==> src/rtl/dsd_pkg.sv <==
// Shared definitions for the serial pattern detector block.
package dsd_pkg;

  // Default pattern length and the pattern used when none is given
  localparam int unsigned PAT_LEN_DEF = 4;
  localparam logic [3:0]  PAT_1011    = 4'b1011;

  // Fill-tracking FSM: FILL until PAT_LEN fresh bits are held, then ARMED
  typedef enum logic {
    FILL,
    ARMED
  } fsm_state_e;

endpackage

==> src/rtl/sipo_shift_reg.sv <==
// Serial-in parallel-out shift register; the newest bit enters at the LSB.
module sipo_shift_reg #(
  parameter int unsigned WIDTH = 4
) (
  input  logic             clock,
  input  logic             reset,
  input  logic             en,
  input  logic             D,
  output logic [WIDTH-1:0] Q
);

  // Shift one bit in per enabled edge; synchronous reset clears the window
  always_ff @(posedge clock) begin
    if (reset) begin
      Q <= '0;
    end else if (en) begin
      Q <= {Q[WIDTH-2:0], D};
    end
  end

endmodule

==> src/rtl/serial_pattern_detector.sv <==
// Serial pattern detector: shifts accepted bits into a window, pulses on a
// pattern match and keeps a saturating match count.
module serial_pattern_detector
  import dsd_pkg::*;
#(
  parameter int unsigned         PAT_LEN = PAT_LEN_DEF,
  parameter logic [PAT_LEN-1:0]  PATTERN = PAT_LEN'(PAT_1011),
  parameter bit                  OVERLAP = 1'b1,
  parameter int unsigned         CNT_W   = 8
) (
  input  logic               clock,
  input  logic               reset,
  input  logic               D,
  input  logic               valid,
  output logic               detect,
  output logic [CNT_W-1:0]   match_count,
  output logic [PAT_LEN-1:0] window,
  output logic               armed
);

  localparam int unsigned        FILL_W    = $clog2(PAT_LEN + 1);
  localparam logic [FILL_W-1:0]  FILL_FULL = FILL_W'(PAT_LEN);
  localparam logic [CNT_W-1:0]   CNT_MAX   = '1;

  fsm_state_e          state_q;
  logic [FILL_W-1:0]   fill_q;
  logic [FILL_W-1:0]   fill_d;
  logic                detect_q;
  logic [CNT_W-1:0]    count_q;
  logic [PAT_LEN-1:0]  win_nxt;
  logic                hit;

  sipo_shift_reg #(
    .WIDTH (PAT_LEN)
  ) u_window (
    .clock (clock),
    .reset (reset),
    .en    (valid),
    .D     (D),
    .Q     (window)
  );

  // Next-state window/fill and the match decision for this edge
  always_comb begin
    win_nxt = {window[PAT_LEN-2:0], D};
    fill_d  = fill_q;
    if (valid && (fill_q != FILL_FULL)) begin
      fill_d = fill_q + FILL_W'(1);
    end
    // Fill gating keeps the all-zero reset window from matching an all-zero pattern
    hit = valid && (win_nxt == PATTERN) && (fill_d == FILL_FULL);
  end

  // FSM, fill counter, detect pulse and saturating match counter
  always_ff @(posedge clock) begin
    if (reset) begin
      state_q  <= FILL;
      fill_q   <= '0;
      detect_q <= 1'b0;
      count_q  <= '0;
    end else begin
      detect_q <= hit;
      if (hit && (count_q != CNT_MAX)) begin
        count_q <= count_q + CNT_W'(1);
      end
      if (hit && !OVERLAP) begin
        // Non-overlapping: demand PAT_LEN fresh bits before the next match
        fill_q  <= '0;
        state_q <= FILL;
      end else begin
        fill_q  <= fill_d;
        state_q <= (fill_d == FILL_FULL) ? ARMED : FILL;
      end
    end
  end

  assign detect      = detect_q;
  assign match_count = count_q;
  assign armed       = (state_q == ARMED);

endmodule

==> config.mk <==
export PLATFORM = sky130hd
export DESIGN_NAME = serial_pattern_detector
export DESIGN_NICKNAME = d
export VERILOG_FILES = /design/src/rtl/dsd_pkg.sv /design/src/rtl/sipo_shift_reg.sv /design/src/rtl/serial_pattern_detector.sv
export SDC_FILE = /design/constraint.sdc
export NUM_CORES = 1
export LEC_CHECK = 0
export ABC_AREA = 0
export CAP_MARGIN = 20
export CORE_UTILIZATION = 43
export DETAILED_ROUTE_END_ITERATION = 8
export PLACE_DENSITY_LB_ADDON = 0.3
export SLEW_MARGIN = 20
export SYNTH_ARGS = -nofsm -noshare
export SYNTH_HDL_FRONTEND = slang
export SYNTH_SLANG_ARGS = --single-unit
==> constraint.sdc <==
create_clock -name clock -period 2.06 [get_ports clock]
set_input_delay 0.412 -clock clock [delete_from_list [all_inputs] [get_ports clock]]
set_output_delay 0.412 -clock clock [all_outputs]
set_load 0.05 [all_outputs]
==> flow_summary.toml, run 1 <==
[timing]
hold_slack_ns = 0.415
fmax_mhz = 514
fin_crit_ns = 1.95
tns_ns = 0
setup_ws_ns = 0.113
hold_violations = 0
period_share = 0.945
clock_skew_ns = 0.000833
grt_setup_unrepaired = "false"
worst_slew_pin_slew_ns = 0.502
drv_slew = 0
setup_violations = 0
slew_headroom = 0.664

[finish]
n_fill_cell = 148
register_area_um2 = 350
drive_above_1_share = 0.261
fin_util = 0.659
syn_to_final_growth_pct = 42.3
diodes = 0
final_nets = 127
multiInputGateArea_um2 = 450

[routing]
first_pass_iters = 4
drcViolationCount = 0
ant_nets = 0
initialDrtViolationCount = 10
drt-total-wl_um = 1670
wl_per_cell_um = 11.6
num_vias = 721
drt-vias-per-instance = 5.01

[worst_hold_path]
hold_path.class = "in -> reg"

[yosys]
synth_enable_flop_cells = 0
synth_mux_area_frac = 0.0767
synth_top_family_by_area = "simple AND/OR/NAND/NOR gates"
synth-xor-area-share = 0.0219
synth-seq-area-share = 0.426
ys_warn_count = 0
synthAdderAreaFrac = 0.0469
avgSynthCellArea_um2 = 8.88
async_flop_share = 0
syn-num-nets = 97
synth_cell_types = 29
synth_cells = 90
post_synth_and_or_nand_nor_area_fraction = 0.269
syn_area_um2 = 800
ys_seq_elements = 17
synthFlopType = "dfxtp_1"
synth_compound_gate_area_share = 0.111

[worst_setup_path]
critical_path_class = "reg -> out"
path_cells = "clkdlybuf4s50_1"
cp_max_fo = 6
endpoint_kind = "output pin"
start_kind = "flip-flop"
arrival_ns = 1.53
required_ns = 1.65
crit_slowest_cell = "clkdlybuf4s50_1"
slowest_delay_ns = 0.83
crit_buf_inv = 1
critPathTopFamily = "buffers and inverters"

[global_route]
grt_max_degree = 10
grt_pass1_vias = 616
grt_usage = 0.174
grt_overflow = 0
grt_pass1_wl_um = 2570
antenna_found_initial = 0

[job]
drv_cap = 0

[floorplan]
core_mm2 = 0.00173
initial_utilization = 0.463
num_rows = 15
die_h_um = 45.1
die-area_mm2 = 0.00204
dieWidth_um = 45.1
io_pins = 18

[clocking]
clk_pin_slew_ns = 0.09
h-tree-depth = 1
clock_path_buffers = 2
cts_tree = "yes"
clock-root-buffer = "clkbuf_4"
clkLatencyLatePin_ns = 0.28
cts_buffers = 3
cts.sinks = 17

[placement]
io_buffers = 17
pre_cts_slack_ns = -0.475
gp_congestion = 0.868
dp_hpwl_um = 1280

[power]
cellPowerDensity_mw_per_mm2 = 533
p_leak_nw = 0.450
ir_drop_mv = 0.296
p_total_w = 0.000607

[outcome]
status = "finished, final reports clean"
==> layout make-up <==
class / instances / area share
clock buffers: 4 / 0.0231
multi-input cells: 65 / 0.396
inverters: 4 / 0.0132
flip-flops and latches: 17 / 0.308
repair buffers: 29 / 0.232
well taps: 25 / 0.0275
==> kinds of logic after synthesis <==
group | Yosys count
and+or+nand+nor | 39
xor gates and xnor gates | 2
buffers and inverters | 8
muxes | 6
DFF | 17
adders and majority gates | 3
AOI/OAI and AO/OA | 15
==> sequential cells by signal (all words and copies together) (netlist names) <==
| register | cells |
|---|---|
| armed | 1 |
| detect | 1 |
| fill_q | 3 |
| match_count | 8 |
| u_window.Q | 4 |
==> cells in the final DEF, fill, tap and decap left out, drive strengths merged, types with 3 or more instances in the layout <==
master	n
clkbuf	4
nand4	3
or3	4
clkdlybuf4s50	14
inv	4
mux2i	5
nand2	6
buf	12
dfxtp	17
a21oi	9
o21ai	5
nor2	10
ha	3
==> power breakdown <==
part,switching (W),internal [W]
sequential,0.00000426,0.000336
clock,0.0000991,0.0000751
combinational,0.0000460,0.0000466
==> through the flow <==
step,std cells,instance area [um2]
floorplan,90,808
global placement,139,1070
detailed placement,139,1070
CTS,144,1110
global route,144,1140
finish,144,1140
==> synthesized netlist by cell type (all sizes together), types with 2 or more instances <==
| library cell | n | share of area |
|---|---|---|
| a21oi | 9 | 0.056 |
| and4 | 2 | 0.022 |
| clkbuf | 3 | 0.016 |
| dfxtp | 17 | 0.43 |
| ha | 3 | 0.047 |
| inv | 4 | 0.019 |
| mux2i | 5 | 0.063 |
| nand2 | 6 | 0.031 |
| nand2b | 2 | 0.016 |
| nand3 | 2 | 0.013 |
| nand4 | 3 | 0.023 |
| nor2 | 10 | 0.047 |
| nor2b | 2 | 0.016 |
| nor3 | 2 | 0.013 |
| o21ai | 5 | 0.031 |
| or3 | 4 | 0.038 |
| xnor2 | 2 | 0.022 |
==> worst paths after layout <==
| kind | start | endpoint | slack (ns) | cells past startpoint |
|---|---|---|---|---|
| setup / recovery | match_count[3] | match_count[3] | 0.11 | 1 |
| hold / removal | D | u_window.Q[0] | 0.42 | 3 |
| setup reg to reg | fill_q[1] | match_count[6] | 0.13 | 8 |
| hold reg to reg | u_window.Q[2] | u_window.Q[3] | 0.49 | 2 |
==> routing by layer <==
layer / GRT usage / part of all wire / vias up
met4: 0.0727 / 0 / 0
met5: 0 / 0 / -
met1: 0.210 / 0.45 / 339
li1: - / - / 371
met3: 0.0360 / 0.029 / 0
met2: 0.299 / 0.52 / 11
==> timing repair <==
item,CTS,global route
setup buffers,1,0
endpoints found under the hold margin,0,0
hold buffers,0,0
pin swaps,3,5
gates resized for setup,3,7
setup endpoints to repair,4,6
No activity file was read; power rests on OpenSTA's default activity.
==> run 2: changes to the inputs <==
CORE_UTILIZATION = 50   (was 43)
DONT_BUFFER_PORTS = 1   (was unset)
==> run 2 against run 1 <==
Maximum frequency is 1.8% lower. Worst hold slack got worse by 0.25 ns. Design area shrank 12%. Count of clock-buffer cells in the layout shrank 1. Register-to-register slack worse by 0.05 ns. Core utilization increased by 0.91 points. Critical path depth is 6 higher. Largest cell class unchanged. Die area decreased by 13%.
==> flow_summary.toml, run 2 (same netlist as run 1, synthesis figures left out) <==
[floorplan]
die_h_um = 42.0
io_pins = 18
die-area_mm2 = 0.00176
initial_utilization = 0.531
num_rows = 14
core_mm2 = 0.00151
dieWidth_um = 42.0

[power]
cellPowerDensity_mw_per_mm2 = 588
p_leak_nw = 0.394
ir_drop_mv = 0.451
p_total_w = 0.000591

[global_route]
grt_pass1_wl_um = 2860
grt_pass1_vias = 691
antenna_found_initial = 0
grt_overflow = 0
grt_usage = 0.218
grt_max_degree = 19

[worst_setup_path]
reg2reg_from = "fill_q[0]"
endpoint_kind = "flip-flop"
critical_path_class = "reg -> reg"
rrSetupSlack_ns = 0.08
arrival_ns = 2.21
timing.rr.end = "match_count[4]"
cp_max_fo = 8
r2r_cells = 7
start_kind = "flip-flop"
required_ns = 2.29

[clocking]
h-tree-depth = 1
clkLatencyLatePin_ns = 0.29
cts.sinks = 17
cts_tree = "yes"
cts_setup_buffers = 0
cts_buffers = 3
clock_path_buffers = 2
clk_pin_slew_ns = 0.10
clock-root-buffer = "clkbuf_4"

[job]
drv_cap = 0

[finish]
postLayoutCellArea_mm2 = 0.00101
syn_to_final_growth_pct = 25.8
final_nets = 116
fin_util = 0.668
diodes = 0
drive_above_1_share = 0.389
n_fill_cell = 115
final_common_cell = "buf_4"
layout.cells.most_common_list = "17 x buf_4, 11 x dfxtp_1, 10 x nor2_1"
multiInputGateArea_um2 = 454
register_area_um2 = 350
largest_reg_flops = 8

[routing]
wl_per_cell_um = 14.0
first_pass_iters = 4
ant_nets = 0
drt-total-wl_um = 1740
drt-vias-per-instance = 5.54
num_vias = 687
initialDrtViolationCount = 5
drcViolationCount = 0

[placement]
io_buffers = 0
gp_congestion = 0.791
dp_hpwl_um = 1220
placement.cell_area_um2 = 940

[timing]
fin_crit_ns = 1.98
tns_ns = 0
slew_headroom = 0.665
worst_slew_pin_slew_ns = 0.502
drv_slew = 0
fmax_mhz = 505
hold_violations = 0
clock_skew_ns = 0.00124
setup_violations = 0
period_share = 0.962

[worst_hold_path]
hold_start = "reset"
hold_end = "u_window.Q[0]"
hold_path.class = "in -> reg"
hold_depth = 1

[outcome]
status = "finished, final reports clean"
[run 2: repair_timing]
| item | 4_1_cts | 5_1_grt |
|---|---|---|
| pin swaps | 1 | 4 |
| hold buffers | 0 | 0 |
| endpoints found under the setup margin | 4 | 5 |
| gates resized for setup | 1 | 11 |
[run 2: worst max-delay path, cell delays in order (launching register included)]
cell	delay, ns
dfxtp_2	0.36
buf_6	0.11
ha_2	0.16
nand2_2	0.06
mux2i_2	0.16
or4_4	0.60
or3_4	0.36
a21oi_2	0.13
[run 2: worst max-delay path by stage]
stage	to	depth (start not counted)	startpoint	slack, ns
after floorplan	match_count[4]	8	fill_q[0]	0.003
after global placement	match_count[4]	7	fill_q[1]	-0.03
after detailed placement	match_count[4]	7	fill_q[1]	-0.09
after CTS	match_count[4]	7	fill_q[1]	0.008
after global routing	match_count[4]	7	fill_q[0]	-0.009
final	match_count[4]	7	fill_q[0]	0.08
[run 2: power by group]
part	internal [W]	switching [W]	total (W)
Clock	0.0000723	0.000108	0.000181
Combinational	0.0000353	0.0000339	0.0000692
Sequential	0.000336	0.00000587	0.000342
Total	0.000443	0.000148	0.000591
[run 2: area by class of cell]
type | count | share of cell area
well taps | 16 | 0.0199
clock buffers | 3 | 0.0224
clock inverters | 1 | 0.00498
flip-flops and latches | 17 | 0.348
multi-input cells | 65 | 0.451
inverters | 4 | 0.0149
repair buffers | 18 | 0.138
[run 2: per-layer routing]
layer  global-route usage  up-vias  routed length [um]
li1                     -      350                   -
met1                0.248      311                 760
met2                0.363       20                 850
met3               0.0517        6                  61
met4                0.142        0                  63
met5                    0        -                   0
[run 2: metrics by stage]
step                      worst slack, ns  hold WS [ns]  std cells
after detailed placement          -0.0926         0.460        120
final                              0.0780         0.168        124
after floorplan                   0.00321         0.504         90
after CTS                         0.00812         0.165        124
after global routing             -0.00884         0.149        124
after global placement            -0.0282         0.460        120
